===== src/rtl/amp_lj_rx.sv =====
// amp_lj_rx: slave-mode left-justified serial audio receiver.
// BCLK, LRCLK and SDATA are driven externally and are asynchronous to clk.
// The lines are synchronised into the clk domain, and a sample strobe is taken on
// each BCLK rising edge. The receiver captures the right word and then the left
// word, and publishes them together as a stereo pair.
//
// Output strobes: valid is a single-cycle pulse that marks the cycle in which
// dataR/dataL first hold a newly loaded pair. There is no back-pressure, so a
// consumer must take the pair in that cycle or read the held value later.
// frame_err is a single-cycle pulse on a slot that ends before dataW bits.
// valid and frame_err are never asserted in the same cycle.
module amp_lj_rx #(
  parameter int dataW       = 12,
  parameter int SYNC_STAGES = 2
) (
  input  logic             clk,
  input  logic             rst,
  input  logic             BCLK,
  input  logic             LRCLK,
  input  logic             SDATA,
  input  logic             enable,
  output logic [dataW-1:0] dataR,
  output logic [dataW-1:0] dataL,
  output logic             valid,
  output logic             frame_err,
  output logic             busy,
  output logic [2:0]       state_dbg
);

  localparam int CW = $clog2(dataW + 1);
  localparam logic [CW-1:0] CNT_FULL = CW'(dataW);
  localparam logic [CW-1:0] CNT_ONE  = CW'(1);

  // LDONE is the single clk cycle that loads the finished pair into the outputs.
  typedef enum logic [2:0] {
    IDLE  = 3'd0,
    SYNC  = 3'd1,
    RIGHT = 3'd2,
    RDONE = 3'd3,
    LEFT  = 3'd4,
    LDONE = 3'd5
  } state_t;

  state_t state, state_n;

  logic [SYNC_STAGES-1:0] bclk_sync, lrclk_sync, sdata_sync;
  logic bclk_s, lrclk_s, sdata_s;
  logic bclk_d;
  logic tick, lr_t, sd_t;
  logic lr_prev, lr_prev_n;
  logic [CW-1:0] cnt, cnt_n, cnt_inc;
  logic [dataW-1:0] sh_r, sh_r_n, sh_l, sh_l_n;
  logic [dataW-1:0] data_r_n, data_l_n;
  logic valid_n, err_n;

  // Synchronise all three serial lines through the same number of stages so
  // that they keep their relative alignment.
  always_ff @(posedge clk or posedge rst) begin
    if (rst) begin
      bclk_sync  <= '0;
      lrclk_sync <= '0;
      sdata_sync <= '0;
    end else begin
      bclk_sync  <= {bclk_sync[SYNC_STAGES-2:0], BCLK};
      lrclk_sync <= {lrclk_sync[SYNC_STAGES-2:0], LRCLK};
      sdata_sync <= {sdata_sync[SYNC_STAGES-2:0], SDATA};
    end
  end

  assign bclk_s  = bclk_sync[SYNC_STAGES-1];
  assign lrclk_s = lrclk_sync[SYNC_STAGES-1];
  assign sdata_s = sdata_sync[SYNC_STAGES-1];

  // Registered rising-edge detect on the synced BCLK. The slot and data bit are
  // captured together with the strobe.
  always_ff @(posedge clk or posedge rst) begin
    if (rst) begin
      bclk_d <= 1'b0;
      tick   <= 1'b0;
      lr_t   <= 1'b0;
      sd_t   <= 1'b0;
    end else begin
      bclk_d <= bclk_s;
      tick   <= bclk_s & ~bclk_d;
      lr_t   <= lrclk_s;
      sd_t   <= sdata_s;
    end
  end

  // Registers for the state, the counter, the shift registers and the outputs.
  always_ff @(posedge clk or posedge rst) begin
    if (rst) begin
      state     <= IDLE;
      lr_prev   <= 1'b0;
      cnt       <= '0;
      sh_r      <= '0;
      sh_l      <= '0;
      dataR     <= '0;
      dataL     <= '0;
      valid     <= 1'b0;
      frame_err <= 1'b0;
    end else begin
      state     <= state_n;
      lr_prev   <= lr_prev_n;
      cnt       <= cnt_n;
      sh_r      <= sh_r_n;
      sh_l      <= sh_l_n;
      dataR     <= data_r_n;
      dataL     <= data_l_n;
      valid     <= valid_n;
      frame_err <= err_n;
    end
  end

  assign cnt_inc = cnt + CNT_ONE;

  // Next-state logic. Surplus bits in either slot fall through without effect.
  // The left word completes on its dataW-th bit, so a frame that is followed by a
  // stopped BCLK is still delivered.
  always_comb begin
    state_n   = state;
    lr_prev_n = lr_prev;
    cnt_n     = cnt;
    sh_r_n    = sh_r;
    sh_l_n    = sh_l;
    data_r_n  = dataR;
    data_l_n  = dataL;
    valid_n   = 1'b0;
    err_n     = 1'b0;

    if (tick && state != IDLE) lr_prev_n = lr_t;

    if (!enable) begin
      state_n = IDLE;
    end else begin
      case (state)
        IDLE: state_n = SYNC;

        SYNC: begin
          if (tick && !lr_t && lr_prev) begin
            state_n = RIGHT;
            sh_r_n  = {{(dataW-1){1'b0}}, sd_t};
            cnt_n   = CNT_ONE;
          end
        end

        RIGHT: begin
          if (tick) begin
            if (!lr_t) begin
              sh_r_n = {sh_r[dataW-2:0], sd_t};
              cnt_n  = cnt_inc;
              if (cnt_inc == CNT_FULL) state_n = RDONE;
            end else begin
              err_n   = 1'b1;
              state_n = SYNC;
            end
          end
        end

        RDONE: begin
          if (tick && lr_t) begin
            state_n = LEFT;
            sh_l_n  = {{(dataW-1){1'b0}}, sd_t};
            cnt_n   = CNT_ONE;
          end
        end

        LEFT: begin
          if (tick) begin
            if (lr_t) begin
              sh_l_n = {sh_l[dataW-2:0], sd_t};
              cnt_n  = cnt_inc;
              if (cnt_inc == CNT_FULL) state_n = LDONE;
            end else begin
              // A short left slot: this tick already starts the next right word.
              err_n   = 1'b1;
              state_n = RIGHT;
              sh_r_n  = {{(dataW-1){1'b0}}, sd_t};
              cnt_n   = CNT_ONE;
            end
          end
        end

        LDONE: begin
          data_r_n = sh_r;
          data_l_n = sh_l;
          valid_n  = 1'b1;
          state_n  = SYNC;
        end

        default: state_n = IDLE;
      endcase
    end
  end

  assign busy      = (state != IDLE);
  assign state_dbg = state;

endmodule


===== config.mk =====
export PLATFORM = sky130hd
export DESIGN_NAME = amp_lj_rx
export DESIGN_NICKNAME = d
export VERILOG_FILES = /design/src/rtl/amp_lj_rx.sv
export SDC_FILE = /design/constraint.sdc
export NUM_CORES = 1
export LEC_CHECK = 0
export ABC_AREA = 0
export CAP_MARGIN = 20
export CORE_MARGIN = 1.5
export CORE_UTILIZATION = 55
export DETAILED_ROUTE_END_ITERATION = 12
export HOLD_SLACK_MARGIN = 0.06
export PLACE_DENSITY = 0.87
export SYNTH_ARGS = -nofsm -noshare
export SYNTH_HDL_FRONTEND = slang
export SYNTH_SLANG_ARGS = --single-unit

===== constraint.sdc =====
create_clock -name clk -period 2.95 [get_ports clk]
set_input_delay 0.59 -clock clk [delete_from_list [all_inputs] [get_ports clk]]
set_output_delay 0.59 -clock clk [all_outputs]
set_load 0.1 [all_outputs]

Word level (Yosys, flattened, before mapping)
Index checks and enable logic that the tools add are counted.
{"block": "op_classes", "addsub": 1, "multipliers": 0, "n_div": 0, "magnitude_cmp": 0, "n_eq_ne": 19, "shifts": 0, "n_mux": 35, "bitwise": 2, "n_reduce_logical": 16}
{"op": "2-to-1 mux 12 bit", "count": 8}
{"op": "one-hot mux 12 bit (3 select lines)", "count": 1}
{"op": "2-to-1 mux 3 bit", "count": 9}
{"op": "2-to-1 mux 4 bit", "count": 6}
{"op": "one-hot mux 12 bit (2 select lines)", "count": 1}
{"op": "one-hot mux 4 bit (4 select lines)", "count": 1}
{"op": "one-hot mux 3 bit (5 select lines)", "count": 1}
{"op": "inequality test 2 bit (second input constant)", "count": 7}
{"op": "AND reduction 7 bit", "count": 2}
{"op": "inequality test 3 bit (second input constant)", "count": 4}
{"op": "inequality test 4 bit (second input constant)", "count": 2}
{"op": "2-to-1 mux 1 bit", "count": 7}
{"op": "== test 3 x 2 -> 1 bit (second input constant)", "count": 2}
{"op": "== test 3 bit (second input constant)", "count": 2}
{"op": "AND reduction 6 bit", "count": 1}
{"op": "nonzero test 3 bit", "count": 2}
{"op": "AND reduction 5 bit", "count": 1}
{"op": "adder 4 x 1 -> 4 bit (second input constant)", "count": 1}
{"op": "== test 4 bit (second input constant)", "count": 1}
{"op": "logical AND 1 bit", "count": 4}
{"op": "nonzero test 4 bit", "count": 1}
{"op": "== test 3 x 1 -> 1 bit (second input constant)", "count": 1}
{"op": "logical NOT 3 bit", "count": 1}
{"op": "one-hot mux 1 bit (2 select lines)", "count": 1}
{"op": "other kinds (6)", "count": 6}
{"block": "totals", "register_bits": 68, "latchBits": 0, "mem_bits_rw": 0, "rom_bits": 0, "in_bits": 6, "out_inout_bits": 30, "elab_cells": 89, "mem_count": 0}

Longest topological paths before layout
Gate-level depths: netlist (run 1).
{"block": "logic_depth", "word_depth": 7, "ltp_mapped": 9}

Least setup slack after synthesis (run 1)
OpenSTA, ideal clock, no wires.
{"block": "synth_path", "kind": "register to register", "start": "reg state[2], in the netlist state_dbg[2]", "end": "reg cnt[1]", "setup_ns": 0.118, "t_arrival_ns": 2.610, "t_required_ns": 2.832, "path_slack_ns": 0.222, "stages_incl_launch_ff": 6, "path_buffers": 1, "period_less_slack_ns": 2.728, "path_cell_list": "dfrtp_1 buf_2 or3_1 and3_1 nand2_1 a21o_1"}
{"block": "synth_between", "elab_chain_len": 3, "elab_cells_between_ends": 12, "cone_classes": "eq/ne: 9; mux: 1; reduce/logical: 2"}
{"element": "start: declaration", "line_no": "44", "text": "state_t state, state_n;"}
{"element": "start signal: assignment", "line_no": "103", "text": "state <= state_n;"}
{"element": "== test 3 bit (tied with other cells)", "line_no": "136", "text": "case (state)"}
{"element": "nonzero test 4 bit (no source line) / inequality test 2 bit (equally long branches)"}
{"element": "AND reduction 7 bit (no source line)"}
{"element": "end signal: assignment", "line_no": "105", "text": "cnt <= cnt_n;"}
{"element": "end: declaration", "line_no": "51", "text": "logic [CW-1:0] cnt, cnt_n, cnt_inc;"}
Several ways; a longest one is shown, not always the timed one.
A chain may end at the register's enable or synchronous reset.

Worst setup path in the final report (run 1)
{"block": "layout_path", "start": "reg state[1], in the netlist state_dbg[1]", "end": "out busy"}
{"block": "layout_between", "elab_chain_len": 1}
{"element": "nonzero test 3 bit", "line_no": "196", "text": "assign busy = (state != IDLE);"}
{"element": "end: declaration", "line_no": "26", "text": "output logic busy,"}
Every way passes these cells.

==> results of run 1 <==
-- through the flow --
stage	setup WS [ns]	area [um2]	power [mW]
finish	0.736	3460	2.84
global route	0.553	3460	2.99
CTS	0.732	3460	2.86
detailed placement	0.683	3280	2.18
global placement	0.733	3280	2.15
floorplan	0.222	2940	1.98
-- cells by family after synthesis --
| kind of cell | count (synthesis) |
|---|---|
| buffers and inverters | 31 |
| AOI/OAI and AO/OA | 56 |
| muxes | 26 |
| xor gates and xnor gates | 1 |
| and+or+nand+nor | 83 |
| adders and majority gates | 4 |
| DFF | 68 |
-- Yosys cell counts, types with 4 or more instances --
cell type   n
buf_2       7
nand2b_1    4
nand2_1    52
a21oi_1     6
inv_1      17
dfrtp_1    68
mux2_2      6
ha_1        4
o21ai_1    24
clkbuf_1    4
mux2_1      8
nor2b_1     4
nor2_1      6
o21ai_0     5
mux2i_1    11
-- area by class of cell --
type	count	share of cell area, %
Clock inverter	3	0.615
Clock buffer	13	4.59
Sequential cell	68	49.2
Inverter	17	1.84
Multi-Input combinational cell	170	31.8
Timing Repair Buffer	42	9.48
Tap cell	70	2.53
-- critical path: cells and delay by family (launching register included) --
family / cells / cell delay [ns]
simple gates: 1 / 0.45
buf+inv: 1 / 0.26
flops: 1 / 0.58
-- power by group through the flow --
stage | registers [mW] | clock network (mW) | logic, mW
finish | 1.16 | 0.682 | 1.00
CTS | 1.16 | 0.699 | 1.00
detailed placement | 1.18 | 0 | 1.00
global placement | 1.17 | 0 | 0.982
global route | 1.18 | 0.735 | 1.07
floorplan | 1.44 | 0 | 0.541
-- sequential cells by signal (all words and copies together), names as in the netlist, 2 cells and up --
signal      flops
lrclk_sync      2
cnt             4
sdata_sync      2
sh_r           12
bclk_sync       2
dataR          12
dataL          12
sh_l           12
state_dbg       3
-- how the worst min path moves through the flow --
stage	cells past startpoint	start	endpoint	slack [ns]
after global routing	0	lrclk_sync[1]	lr_t	0.37
after floorplan	0	bclk_sync[0]	bclk_sync[1]	0.33
after detailed placement	0	bclk_sync[0]	bclk_sync[1]	0.34
after CTS	0	bclk_sync[0]	bclk_sync[1]	0.35
after global placement	0	sdata_sync[0]	sdata_sync[1]	0.33
final	0	lrclk_sync[1]	lr_t	0.35
-- layer usage --
layer | share of wire (%) | vias to the layer above
met5 | 0 | -
met4 | 2.3 | 0
met3 | 3.7 | 12
met2 | 49 | 41
met1 | 45 | 997
li1 | - | 989
==> impl_summary.md, run 1 <==
Critical path
The type of the worst setup path is reg -> out. The kind of end point of the critical path is an output pin. The worst flop-to-flop path startpoint is state_dbg[1]. The worst path arrival time is roughly 1.6 ns. Of all nets on the critical path, the largest fanout is 19.

The worst setup path startpoint is state_dbg[1]. The number of cells on the worst reg-to-reg path is 5. For the worst setup path, the data required time is 2.36 ns. The capture point of the worst reg-to-reg path is sh_r[0]. The element type at the critical path start is a flop.

The end of the critical path is busy. The slowest library cell on the worst path is dfrtp_1. In this design, the stage delay of the slowest critical-path cell is 0.58 ns. Traced cell by cell, the critical path runs through or3_1 -> buf_4. Across all register-to-register paths, the minimum setup slack is 0.75 ns.

Finish
Compared with the post-synthesis result, the final layout area differs by 17.5%. The top cell types in the final layout, fill and taps aside, are 68 x dfrtp_1, 52 x nand2_1, 37 x buf_4. In the final layout, the multi-input gates occupy 1100 um2. The fraction of final layout cells with drive strength greater than 1 is 20.4%. The number of cells in the finished layout apart from fillers is approximately 380. The post-layout net count is 318. Leaving out fill and tap cells, the most frequent cell in the layout is dfrtp_1. The filler cells instantiated in the layout total 401.

The number of antenna diodes in the final layout is 0. The share of the core filled with cells is 67.3%. In the final layout, flip-flops and latches occupy 1700 um2.

STA
Based on the critical path, the design can be clocked at up to between 400 and 500 MHz. The setup total negative slack is 0 ns. The routed design could run at a clock period as short as roughly 2.2 ns. The count of final hold-check violations is 0.

The max-slew violation count came to 0. The fraction of the cycle the final worst path needs is 75.1%. Setup violations remaining at the end of the flow were counted as 0. The clock arrives with 0.0121 ns of skew. Across all hold checks on the routed design, the worst slack comes to 0.349 ns. Setup repair after global routing left no endpoint under its margin. At the pin with the least slew margin, the transition time is between 0.7 and 0.8 ns. The normalized max-slew margin is 46.7%.

Pwr
The power per cell area is 822 nW/um2. The clock network is responsible for 24.0% of the overall power. The net switching power is 1.16 mW.

Per report_power, the combinational group accounts for 35.2% of the total. Cell internal power was estimated by the tool at ~1.7 mW. Of the total power, registers draw 40.9%. IR analysis of the VDD net gives a maximum drop of 0.462 mV.

The leakage power total is 1.66 nW. Of the total power, the share spent switching nets is 40.8%.

Logic synthesis
After Yosys synthesis, XOR and XNOR cells account for 0.297% of the synthesized area. The synthesized design contains 0 enable-type register cells. The adder-cell area share of the yosys netlist is under 10%. The async set-reset flop share out of synthesis is 100%. The share of Yosys cell area claimed by the top area cell type is 57.8%.

The share of the Yosys chip area taken by registers is 57.8%. The post-synthesis instance area is 2940 um2. The dominant synthesized flop cell is dfrtp_1. The number of different library cells in the post-synthesis netlist is 47. By area the synthesized netlist is led by dfrtp_1 58%, nand2_1 6.6%, o21ai_1 4.1%.

The mean instance size in the synthesized netlist is approximately 11 um2. Of the total synthesized cell area, the portion taken by AND, OR, NAND and NOR gates is 13.6%. dfrtp_1 takes more of the synthesized area than any other cell. The synthesized flop and latch total is between 60 and 70. The fraction of the mapped netlist area in compound gates is 12.1%.

The Yosys step of the flow raised 0 warnings. The synthesized instance count is ~270. After synthesis, the largest family of logic cells by area is simple AND/OR/NAND/NOR gates. The post-synthesis net count is between 200 and 300. Multiplexer cells account for 9.60% of the synthesized area.

Die
The die covers between 5000 and 6000 um2. 36 I/O pins were placed. Row generation in the floorplan step produced 26 rows. The core region is between 5000 and 6000 um2. The initial core utilization is about 57%. The width of the chip is 76.2 um. In this run the vertical extent of the chip is 76.2 um.

Detailed routing
The total via count after detailed routing is 2039. The routed length per placed instance is around 14 um. In the routed layout, each cell is associated on average with a via count of between 5 and 6. After detailed routing, the number of remaining DRC violations is 0.

After the first detailed-routing iteration, the DRC count stood at between 150 and 200. The residual antenna-violating net count after detailed routing is 0. For this run, the detailed router's first-pass iteration total came to 5. The aggregate routed wire length is ~5.3 mm.

GRT
The met2 routing resource usage after global routing is 34.0%. Global routing finished with a remaining overflow of 0. The busiest layer in global routing is met2. The via count of the first global-routing pass is 2072. The number of antenna violations at the first check in global routing was 0. The first global-routing pass estimated 9.30 mm of wire.

For this run, global-route usage on met1 was measured as 25.2%. The overall routing resource usage is 20.5%. The pin count of the biggest net entering global routing is 37. Global routing used 4.07% of the available met3 tracks.

CTS
Clock tree synthesis inserted a total of 9 buffers. The root buffer selected by CTS is clkbuf_8. The clock-pin slew of the registers on the worst-case setup and hold paths is 0.06 ns.

The post-CTS setup buffer count is 0. The number of resized instances in the post-cts repair step is 0. The deepest clock path buffer count is 2. The TritonCTS clock tree is yes. The H-tree was split into 3 levels. The clock sink count is 68.

After clock tree synthesis, the flow added hold-fix buffers numbering 0. For the worst-skew pair, the clock arrives at the later sink with an insertion delay of 0.34 ns.

Place
After detailed placement, the design holds a cell count of between 300 and 400. The number of buffers inserted by port buffering is 35. The HPWL after detailed placement is 3.62 mm.

The last weighted congestion value of the routability-driven placer is 0.847.

Min path
The min-delay analysis places its worst path in the category reg -> reg.

Run
The total of max-cap violations is 0.

Status
The flow ran to the end, and the final reports show no timing, DRC or antenna violations.
(Power assumes the default switching activity.)
==> run 2: changes to the inputs <==
--- a/config.mk
+++ b/config.mk
@@ -8,10 +8,10 @@
 export ABC_AREA = 0
 export CAP_MARGIN = 20
 export CORE_MARGIN = 1.5
-export CORE_UTILIZATION = 55
+export CORE_UTILIZATION = 49
 export DETAILED_ROUTE_END_ITERATION = 12
 export HOLD_SLACK_MARGIN = 0.06
-export PLACE_DENSITY = 0.87
+export PLACE_DENSITY = 0.82
 export SYNTH_ARGS = -nofsm -noshare
 export SYNTH_HDL_FRONTEND = slang
 export SYNTH_SLANG_ARGS = --single-unit
==> constraint.sdc (replaced) <==
create_clock -name clk -period 1.96 [get_ports clk]
set_input_delay 0.392 -clock clk [delete_from_list [all_inputs] [get_ports clk]]
set_output_delay 0.392 -clock clk [all_outputs]
set_load 0.1 [all_outputs]
==> run 2 against run 1 <==
Compared with the run above: critical path depth is 1 higher; combinational power is 80% higher; sequential cell count stayed put; clock-buffer cell count is 2 lower; clock power is 44% higher; critical endpoint unchanged; largest power group is now combinational logic.
==> impl_summary.md, run 2 (same netlist as run 1, synthesis figures left out) <==
Status
The flow ran to the end, and the final reports show no timing, DRC or antenna violations.

GRT
The met1 usage came to 25.4% (+0.20 points). The pin count of the biggest net entering global routing was 64 (+73%). The number of antenna violations at the first check in global routing was 0 (unchanged). The met3 usage is 4.32% (+0.25 points). The overall routing resource usage is 19.4% (-1.1 points). The first-pass GRT wire length is 9.54 mm (+2.5%). The via count of the first global-routing pass is 2097 (+1.2%).

The met2 routing resource usage after global routing came to 31.4% (-2.5 points). The global route total overflow is 0 (unchanged). The busiest layer in global routing is met2.

CTS
In this run the clock root is driven by a clkbuf_8. The clock-pin slew of the registers on the worst-case setup and hold paths is 0.07 ns (about the same). The clock sink count is 68 (unchanged). The number of buffers created by CTS is 9 (unchanged).

The H-tree depth is 3 (unchanged). The TritonCTS clock tree is yes. The clock latency reported for the late side of the worst-skew pair is 0.33 ns (about the same). The cts-stage hold buffer count is 0 (unchanged).

The deepest clock path buffer count is 2 (unchanged).

Pwr
The leakage power total is 1.76 nW (+5.7%). The total power is 4.52 mW (+59%). The power per cell area is 1220 nW/um2 (+49%). The worst vdd rail ir drop came to 1.07 mV (+130%).

STA
Setup repair after global routing could not meet its margin everywhere. The final setup slack of the worst path is 0.0251 ns (-0.711 ns). The count of final hold-check violations is 0 (unchanged). The clock period minus final worst setup slack is 1.93 ns.

The slew at the pin with the worst max-slew slack is 0.383 ns (-0.414 ns). The final count of negative-setup-slack endpoints was 0 (unchanged). The maximum clock skew at final layout was 0.00547 ns (-0.00668 ns). The setup total negative slack was 0 ns (unchanged). The normalized max-slew margin came to 74.3% (+28 points). The maximum clock frequency is around 520 MHz. The max-slew violation count was 0 (unchanged). The worst path uses approximately 100% of the clock period.

Run
The total of max-cap violations is 0 (unchanged).

Place
The HPWL after detailed placement is 3.80 mm (+5.1%). The number of buffers inserted by port buffering was 35 (unchanged). The pre-CTS setup slack is 0.0646 ns (-0.618 ns). The last weighted congestion value of the routability-driven placer is 0.858 (+1.3%). The number of placed cells counting well taps is 381 (+3.8%).

Die
The number of placement rows is 28 (+7.7%). The total core area is 5850 um2 (+14%). The width of the chip is 80.5 um (+5.7%). The initial core utilization is 50.3% (-7.0 points).

The number of top-level pins is 36 (unchanged). The area enclosed by the die boundary is 6480 um2 (+12%). The vertical extent of the die is 80.5 um (+5.7%).

Detailed routing
The DRC marker count from the first detailed-route iteration is 106 (-47%). The detailed-route DRC error count is 0 (unchanged). The via count normalized by instance count is 5.17 (-2.8%).

The routed length per placed instance is 14.1 um (+1.2%). The residual antenna-violating net count after detailed routing is 0 (unchanged). The first-pass iteration count of the detailed router was 4 (-1).

The total via count after detailed routing came to 2090 (+2.5%). The aggregate routed wire length is 5.68 mm (+6.8%).

Finish
The post-layout net count came to 334 (+5.0%). The area growth from synthesis to layout is 25.3%. The fraction of final layout cells with drive strength greater than 1 was 27.1% (+6.6 points). The share of the core filled with cells is 63.1% (-4.2 points). The number of filler cells placed in the layout is 436 (+8.7%).

Leaving out fill and tap cells, the most frequent cell in the layout is dfrtp_1. Leaving out fill and tap cells, the most frequent cells in the layout are 65 x dfrtp_1, 52 x nand2_1, 45 x buf_4. The total inserted antenna cells came to 0 (unchanged). The number of cells in the finished layout apart from fillers is 404 (+5.5%).

Critical path
The largest individual stage delay along the critical path comes from the cell dfrtp_4. Walking the worst path, the cells encountered are buf_6 -> or3_4 -> buf_12. The element type at the critical path start is a flop.

The maximum fanout along the worst path is 5 (-14). The worst setup path is of the reg -> out kind. The top cell family by delay on the critical path is flip-flops. The kind of end point of the critical path is an output pin. The critical path data required time is 1.57 ns (-0.79 ns). The biggest cell delay along the critical path is 0.50 ns (-0.08 ns).

The worst path arrival time is 1.54 ns (-0.08 ns). The number of buffers and inverters on the critical path is 2 (+1).

Min path
The path class of the lowest-slack min-delay path is in -> async.
## run 2: cell count changes in the layout (fill, tap and decap cells not counted), moves of 2 or more
cell,change
buf_4,+8
buf_12,+5
buf_6,+3
clkinv_2,+3
dfrtp_1,-3
dfrtp_4,+3
or3_1,-2
or3_4,+2
## run 2: cell type report
class | instances | area (um2) | share of cell area, %
inverters | 17 | 67.6 | 1.83
well taps | 75 | 93.8 | 2.54
multi-input cells | 170 | 1120 | 30.5
repair buffers | 58 | 522 | 14.1
flip-flops and latches | 68 | 1710 | 46.4
clock inverters | 5 | 27.5 | 0.746
clock buffers | 11 | 141 | 3.83
## run 2: power by group
group	internal (mW)	total, mW	switching (mW)	leakage, nW
logic	0.650	1.80	1.15	0.759
registers	1.57	1.73	0.162	0.911
clock network	0.485	0.981	0.496	0.0889
total	2.71	4.52	1.81	1.76
## run 2: metrics by stage
| step | area (um2) | hold slack (ns) |
|---|---|---|
| floorplan | 3000 | 0.331 |
| global placement | 3450 | 0.333 |
| detailed placement | 3450 | 0.335 |
| CTS | 3650 | 0.300 |
| global route | 3690 | 0.316 |
| finish | 3690 | 0.312 |
## run 2: layer usage
metal,vias up,part of all wire [%],wire (um)
met5,-,0,0
met4,0,2.1,121
met3,13,3.5,200
met2,48,50,2860
met1,1006,44,2490
li1,1023,-,-
## run 2: path summary, 6_finish.rpt
kind / startpoint / endpoint / slack, ns / depth (start not counted)
worst min-delay path: rst / dataL[2] / 0.31 / 2
worst max register to register: state_dbg[1] / state_dbg[1] / 0.08 / 5
max in group asynchronous: rst / state_dbg[2] / 1.09 / 3
worst min register to register: sdata_sync[1] / sd_t / 0.35 / 0
min in group clk: sdata_sync[1] / sd_t / 0.35 / 0
worst max-delay path: state_dbg[2] / busy / 0.03 / 3
## run 2: timing repair
action / 4_1_cts / 5_1_grt
pin swaps: 1 / 1
setup buffers: 4 / 3
endpoints found under the setup margin: 1 / 13
resized for setup: 1 / 4
hold endpoints to repair: 0 / 0
